File: src/rtl/sha256_padder.sv
// SHA-256 message padder: 64-bit big-endian beats in, padded 64-bit words out.
// Optional sticky pad_err output when SHA_PAD_ERR_EN is defined.
//
// Ports:
//   clk, n_rst    clock (rising edge), asynchronous active-low reset
//   clear         synchronous abort, highest priority
//   in_data       message beat, byte 0 = in_data[63:56]
//   in_valid      in_data valid
//   in_last       final beat of message
//   in_bytes      valid bytes on last beat (0..8, MSB-aligned; 9..15 act as 8)
//   in_ready      beat accepted when in_valid && in_ready
//   out_data      padded word (register)
//   out_valid     out_data valid
//   out_ready     downstream accepts word
//   out_blk_end   out_data is word 7 of a 512-bit block
//   pad_err       (SHA_PAD_ERR_EN only) sticky: last beat had in_bytes > 8
//   msg_done      one-cycle pulse after the length word is accepted
module sha256_padder #(
    parameter int LEN_W = 64
) (
    input  logic        clk,
    input  logic        n_rst,
    input  logic        clear,
    input  logic [63:0] in_data,
    input  logic        in_valid,
    input  logic        in_last,
    input  logic [3:0]  in_bytes,
    output logic        in_ready,
    output logic [63:0] out_data,
    output logic        out_valid,
    input  logic        out_ready,
    output logic        out_blk_end,
`ifdef SHA_PAD_ERR_EN
    output logic        pad_err,
`endif
    output logic        msg_done
);

    typedef enum logic [2:0] {
        S_DATA,
        S_PAD80,
        S_ZERO,
        S_LEN,
        S_DONE
    } state_t;

    state_t             state;
    state_t             nxt;
    logic [2:0]         idx;
    logic [LEN_W-1:0]   byte_cnt;
    logic [LEN_W-1:0]   bit_len;
    logic [63:0]        len_word;
    logic               ld;
    logic               accept;
    logic               xfer;
    logic [3:0]         eff;
    logic               load_en;
    logic [63:0]        load_word;
    state_t             pad_next;

    // Keep bytes below n, then 0x80, then zero fill.
    function automatic logic [63:0] pad_beat(input logic [63:0] d,
                                             input logic [3:0]  n);
        logic [63:0] r;
        r = '0;
        for (int i = 0; i < 8; i++) begin
            if (i < int'(n))
                r[63-8*i -: 8] = d[63-8*i -: 8];
            else if (i == int'(n))
                r[63-8*i -: 8] = 8'h80;
        end
        return r;
    endfunction

    assign ld       = !out_valid || out_ready;
    assign xfer     = out_valid && out_ready;
    assign in_ready = (state == S_DATA) && ld && !clear;
    assign accept   = in_valid && in_ready;
    assign eff      = (in_bytes > 4'd8) ? 4'd8 : in_bytes;
    assign bit_len  = byte_cnt << 3;
    assign len_word = 64'(bit_len);

    // The 0x80 word decides whether the length still fits in this block:
    // only a 0x80 word at idx 6 leaves exactly one slot (idx 7) for it.
    assign pad_next = (idx == 3'd6) ? S_LEN : S_ZERO;

    always_comb begin
        load_en   = 1'b0;
        load_word = '0;
        nxt       = state;
        unique case (state)
            S_DATA: begin
                if (accept) begin
                    load_en = 1'b1;
                    if (in_last && (eff < 4'd8)) begin
                        load_word = pad_beat(in_data, eff);
                        nxt       = pad_next;
                    end else begin
                        load_word = in_data;
                        nxt       = in_last ? S_PAD80 : S_DATA;
                    end
                end
            end
            S_PAD80: begin
                if (ld) begin
                    load_en   = 1'b1;
                    load_word = 64'h8000_0000_0000_0000;
                    nxt       = pad_next;
                end
            end
            S_ZERO: begin
                if (ld) begin
                    load_en = 1'b1;
                    nxt     = (idx == 3'd6) ? S_LEN : S_ZERO;
                end
            end
            S_LEN: begin
                if (ld) begin
                    load_en   = 1'b1;
                    load_word = len_word;
                    nxt       = S_DONE;
                end
            end
            S_DONE: begin
                if (xfer)
                    nxt = S_DATA;
            end
            default: nxt = S_DATA;
        endcase
    end

    always_ff @(posedge clk or negedge n_rst) begin
        if (!n_rst) begin
            state       <= S_DATA;
            idx         <= '0;
            byte_cnt    <= '0;
            out_data    <= '0;
            out_valid   <= 1'b0;
            out_blk_end <= 1'b0;
            msg_done    <= 1'b0;
`ifdef SHA_PAD_ERR_EN
            pad_err     <= 1'b0;
`endif
        end else if (clear) begin
            state       <= S_DATA;
            idx         <= '0;
            byte_cnt    <= '0;
            out_data    <= '0;
            out_valid   <= 1'b0;
            out_blk_end <= 1'b0;
            msg_done    <= 1'b0;
`ifdef SHA_PAD_ERR_EN
            pad_err     <= 1'b0;
`endif
        end else begin
            msg_done <= 1'b0;
            state    <= nxt;

            if (load_en) begin
                out_data    <= load_word;
                out_valid   <= 1'b1;
                out_blk_end <= (idx == 3'd7);
                idx         <= idx + 3'd1;
            end else if (xfer) begin
                out_valid <= 1'b0;
            end

            if (accept)
                byte_cnt <= byte_cnt + LEN_W'(in_last ? eff : 4'd8);

            if ((state == S_DONE) && xfer) begin
                msg_done <= 1'b1;
                byte_cnt <= '0;
                idx      <= '0;
            end

`ifdef SHA_PAD_ERR_EN
            if (accept && in_last && (in_bytes > 4'd8))
                pad_err <= 1'b1;
`endif
        end
    end

endmodule

File: config.mk
export PLATFORM = sky130hd
export DESIGN_NAME = sha256_padder
export DESIGN_NICKNAME = d
export VERILOG_FILES = /design/src/rtl/sha256_padder.sv
export SDC_FILE = /design/constraint.sdc
export NUM_CORES = 1
export LEC_CHECK = 0
export BUFFER_PORTS_ARGS = -buffer_cell sky130_fd_sc_hd__buf_2
export CORE_MARGIN = 2
export CORE_UTILIZATION = 40
export CTS_CLUSTER_SIZE = 12
export DETAILED_ROUTE_END_ITERATION = 10
export PLACE_DENSITY = 0.58
export SYNTH_ARGS = -nofsm -noshare
export SYNTH_HDL_FRONTEND = slang
export SYNTH_SLANG_ARGS = --single-unit
File: constraint.sdc
create_clock -name clk -period 4.3 [get_ports clk]
set_input_delay 0.86 -clock clk [delete_from_list [all_inputs] [get_ports clk]]
set_output_delay 0.86 -clock clk [all_outputs]
set_load 0.005 [all_outputs]
Word-level counts from Yosys, hierarchy flattened:

Cells that the tools add are included.

* register bits: 137
* input port bits: 74
* output and inout bits: 68
* word-level logic and storage cells: 104

* $add $sub $neg: 2
* $lt $le $gt $ge: 10
* equal/unequal tests: 17
* multiplexer cells: 50
* reductions and logical operators: 18

Operators by type and width (count)
* $mux W64: 9
* $pmux W64 S3: 1
* $mux W8: 16
* $add A64 B4 Y64: 1
* $mux W3: 8
* $eq A4 B4 Y1 const A: 4
* $lt A3 B4 Y1 const A: 4
* $pmux W3 S4: 1
* $mux W1: 11
* $eq A3 B3 Y1 const B: 3
* $ne A3 B3 Y1 const B: 3
* $reduce_bool A3 Y1: 3
* $eq A3 B4 Y1 const A: 2
* $lt A1 B4 Y1 const A: 2
* $lt A2 B4 Y1 const A: 2
* $mux W4: 2
* $eq A3 B2 Y1 const B: 2
* $logic_and A1 B1 Y1: 6
* $eq A2 B4 Y1 const A: 1
* $gt A4 B4 Y1 const B: 1
* $logic_not A4 Y1: 1
* $lt A4 B4 Y1 const B: 1
* $reduce_and A4 Y1: 1
* $add A3 B1 Y3 const B: 1
* other kinds (10): 11

Logic depth before layout (Yosys ltp):

* word-level depth: 10
* gate-level depth with buffers: 13

Worst setup path before layout:

Ideal clock, no wire load.

* kind: input -> register
* start: input port in_last
* end: register byte_cnt[54]
* setup time: 0.078 ns
* arrival: 3.362 ns
* setup slack: 0.860 ns
* stages: 12
* path buffers: 2
* cell sequence: nor2b_1 clkbuf_1 and2_1 ha_1 inv_1 fa_1 nor2b_1 o31ai_2 nand4bb_1 clkbuf_1 or4_1 a21oi_1

* longest elaborated chain between the ends: 5

RTL lines
* from (decl): RTL line 26 `input logic in_last,`
* $mux W4: RTL line 169 `byte_cnt <= byte_cnt + LEN_W'(in_last ? eff : 4'd8);`
* $add A64 B4 Y64: RTL line 169
* $mux W64: RTL line 168 `if (accept)`
* $mux W64: RTL line 171 `if ((state == S_DONE) && xfer) begin`
* $mux W64: RTL line 144 `end else if (clear) begin`
* to (signal assigned): RTL line 169
* to (decl): RTL line 50 `logic [LEN_W-1:0] byte_cnt;`

Every way passes these cells. The select of a mux whose other input is x is not followed.
A chain may end at the register's enable or synchronous reset.

Final worst setup path:

* start: input port in_last
* end: register byte_cnt[40]

The elaborated chain is that of the path after synthesis.

==> results.py <==
metrics = {
    "clock_tree": {
        "cts_buffers": 17,
        "cts_sinks": 134,
        "cts_tree": "yes",
        "cts_hold_buf": 0,
        "path_clk_slew_ns": 0.06,
        "clk_path_buf_depth": 2,
        "clk_latency_ns": 0.43,
        "root_buffer": "clkbuf_16",
        "post_cts_buffers": 0,
        "cts_max_level": 4,
        "ctsResizeCount": 0,
    },
    "setup_path": {
        "r2r-start": "byte_cnt[0]",
        "crit_chain": "buf_2 -> nor2b_1 -> and2_1 -> ha_1 -> inv_1 -> fa_1 -> nor2b_1 -> o31ai_2 -> nand4bb_1 -> buf_4 -> or4_2 -> a21oi_1",
        "path_common_cell": "nor2b_1",
        "crit_fanout": 41,
        "critPathKind": "primary input to register",
        "critPathBufInv": 3,
        "max_stage_delay_ns": 0.66,
        "crit_start": "in_last",
        "cp_data_arrival_time_ns": 3.65,
        "cp-end-kind": "register",
        "worst_setup_path_start_kind": "primary input",
        "cp_slowest_cell": "or4_2",
        "critPathTopFamily": "simple AND/OR/NAND/NOR gates",
        "required_ns": 4.64,
    },
    "drt": {
        "vias": 6327,
        "first_pass_iters": 5,
        "drt_iter0_drc": 417,
        "drcViolationCount": 0,
        "routedWlPerCell_um": 17.4,
        "viasPerCell": 5.66,
        "routed_wl_um": 19500,
        "ant_nets": 0,
    },
    "sta": {
        "totalNegativeSetupSlack_ns": 0,
        "final_max_slew_viol_count": 0,
        "setup_viol": 0,
        "rsz0062_at_grt": "false",
        "finClkSkew_ns": 0.00651,
        "post-route-period-util_pct": 76.9,
        "tightest_slew_ns": 0.946,
        "finalHoldViolations": 0,
        "fmax_mhz": 303,
        "period_needed_ns": 3.31,
        "slew_headroom_pct": 36.9,
    },
    "finish": {
        "fillers": 1629,
        "layout_commonest_cell": "buf_2",
        "final_nets": 962,
        "stdcell_count": 1118,
        "final_cell_mix": "buf_2 (140), dfrtp_1 (134), o21ai_0 (88)",
        "postLayoutCoreUtil_pct": 49.7,
        "antenna_cells": 0,
        "drive_gt1_share_pct": 23.1,
        "areaGrowthSynthToFinish_pct": 22.7,
    },
    "yosys": {
        "synth-seq-area-share_pct": 48.6,
        "synth_edf_count": 0,
        "syn_inst": 758,
        "synth_warnings": 0,
        "syn-cell-area_sq_mm": 0.00690,
        "syn_area_per_cell_sq_um": 9.11,
        "ys_types": 57,
        "synth_area_leader_cell": "dfrtp_1",
        "yosysTopAreaCellShare_pct": 48.6,
        "async_flop_share_pct": 100,
        "synth-seq-cells": 134,
        "synth_flop_cell": "dfrtp_1",
        "ys_top_cells_by_area": "dfrtp_1 (49%), o21ai_0 (6.4%), a22oi_1 (6.3%)",
        "syn_nets": 840,
    },
    "power": {
        "seq_power_share_pct": 41.2,
        "power_frac_clock_pct": 49.5,
        "ir_drop_v": 0.000293,
        "p_leak_nw": 3.65,
        "p_sw_share_pct": 24.7,
        "internal-power_mw": 2.40,
        "power_switching_uw": 788,
        "combPwrFrac_pct": 9.2,
        "powerDensity_mw_per_mm2": 377,
        "finalPower_mw": 3.19,
    },
    "floorplan": {
        "coreArea_sq_mm": 0.0171,
        "ios": 142,
        "floorplan.initialDensity_pct": 40.5,
        "fp.dieH_um": 135,
        "placementRows": 48,
        "die_area_sq_mm": 0.0183,
        "fp.dieW_um": 135,
    },
    "job": {
        "cap_violations": 0,
    },
    "grt": {
        "antenna_found_initial": 0,
        "grt.overflow.total": 0,
        "grt_pass1_vias": 6243,
        "grt.total_usage_pct": 22.2,
        "grt_pass1_wl_um": 31900,
        "grt_max_degree": 104,
    },
    "hold_path": {
        "hold_path_class": "register to register",
        "hold_start": "out_data[44]",
    },
    "placement": {
        "gp_congestion": 0.841,
        "dp_hpwl_um": 13400,
        "io_buffers": 141,
        "placed_cells": 1086,
    },
    "status": {
        "status": "completed",
    },
}
## logic make-up after synthesis
family	synth area share [%]
XOR/XNOR	2.03
buffers and inverters	3.61
multiplexers	0.489
AND/OR/NAND/NOR	21.6
AO/OA/AOI/OAI	22.2
adder cells (fa/ha/maj)	1.56
flip-flops	48.6
## per-layer routing
metal / vias up / routed length, um / global-route usage (%)
met5: - / 0 / 0
met1: 3087 / 9200 / 30.4
met2: 169 / 9020 / 35.2
met4: 0 / 329 / 8.28
met3: 23 / 912 / 4.08
li1: 3048 / - / -
## final timing paths
kind                           endpoint  slack [ns]  depth (start not counted)
setup / recovery           byte_cnt[40]        0.99                         12
hold / removal             out_data[44]        0.47                          2
setup reg to reg           byte_cnt[40]        1.43                          9
hold reg to reg            out_data[44]        0.47                          2
max in group asynchronous  byte_cnt[45]        2.92                          2
min in group asynchronous  out_data[16]        0.56                          1
## flip-flops by register name, summed over array words and instances (netlist names)
register	flops
out_data	64
state	3
byte_cnt	61
msg_done	1
out_blk_end	1
idx	3
out_valid	1
## final cells by class
type	instances	area, sq um	share of cell area (%)
clock buffers	20	467	5.51
repair buffers	154	822	9.70
clock inverters	12	175	2.07
inverters	12	45.0	0.532
well taps	225	282	3.32
flip-flops and latches	134	3350	39.6
multi-input cells	561	3330	39.3
## tightest hold or removal path, cell delays in order (launching register included)
cell     delay (ns)
dfrtp_1        0.33
nand2_1        0.05
o21ai_0        0.06
## cells in the mapped netlist (all sizes together), types with 14 or more instances
master	instances
nor3	14
nand3	34
clkbuf	40
nand4	23
nand2	87
o21ai	89
or4	21
a22oi	58
nor2	41
or3	21
o31ai	22
dfrtp	134
a21oi	57
## power groups by stage
| stage | clock network [mW] | registers [mW] | logic [mW] |
|---|---|---|---|
| after global routing | 1.66 | 1.32 | 0.331 |
| after global placement | 0 | 1.34 | 0.292 |
| final | 1.58 | 1.32 | 0.294 |
| after floorplan | 0 | 1.33 | 0.160 |
| after detailed placement | 0 | 1.34 | 0.299 |
| after CTS | 1.60 | 1.32 | 0.299 |
## metrics by stage
step	hold slack, ns	setup WS (ns)	area, sq um
after floorplan	0.473	0.860	6900
after CTS	0.477	1.04	8470
after detailed placement	0.465	0.603	7830
after global placement	0.457	0.660	7830
after global routing	0.501	0.842	8470
final	0.471	0.995	8470
Note: power is estimated with default switching activity, not from simulation.
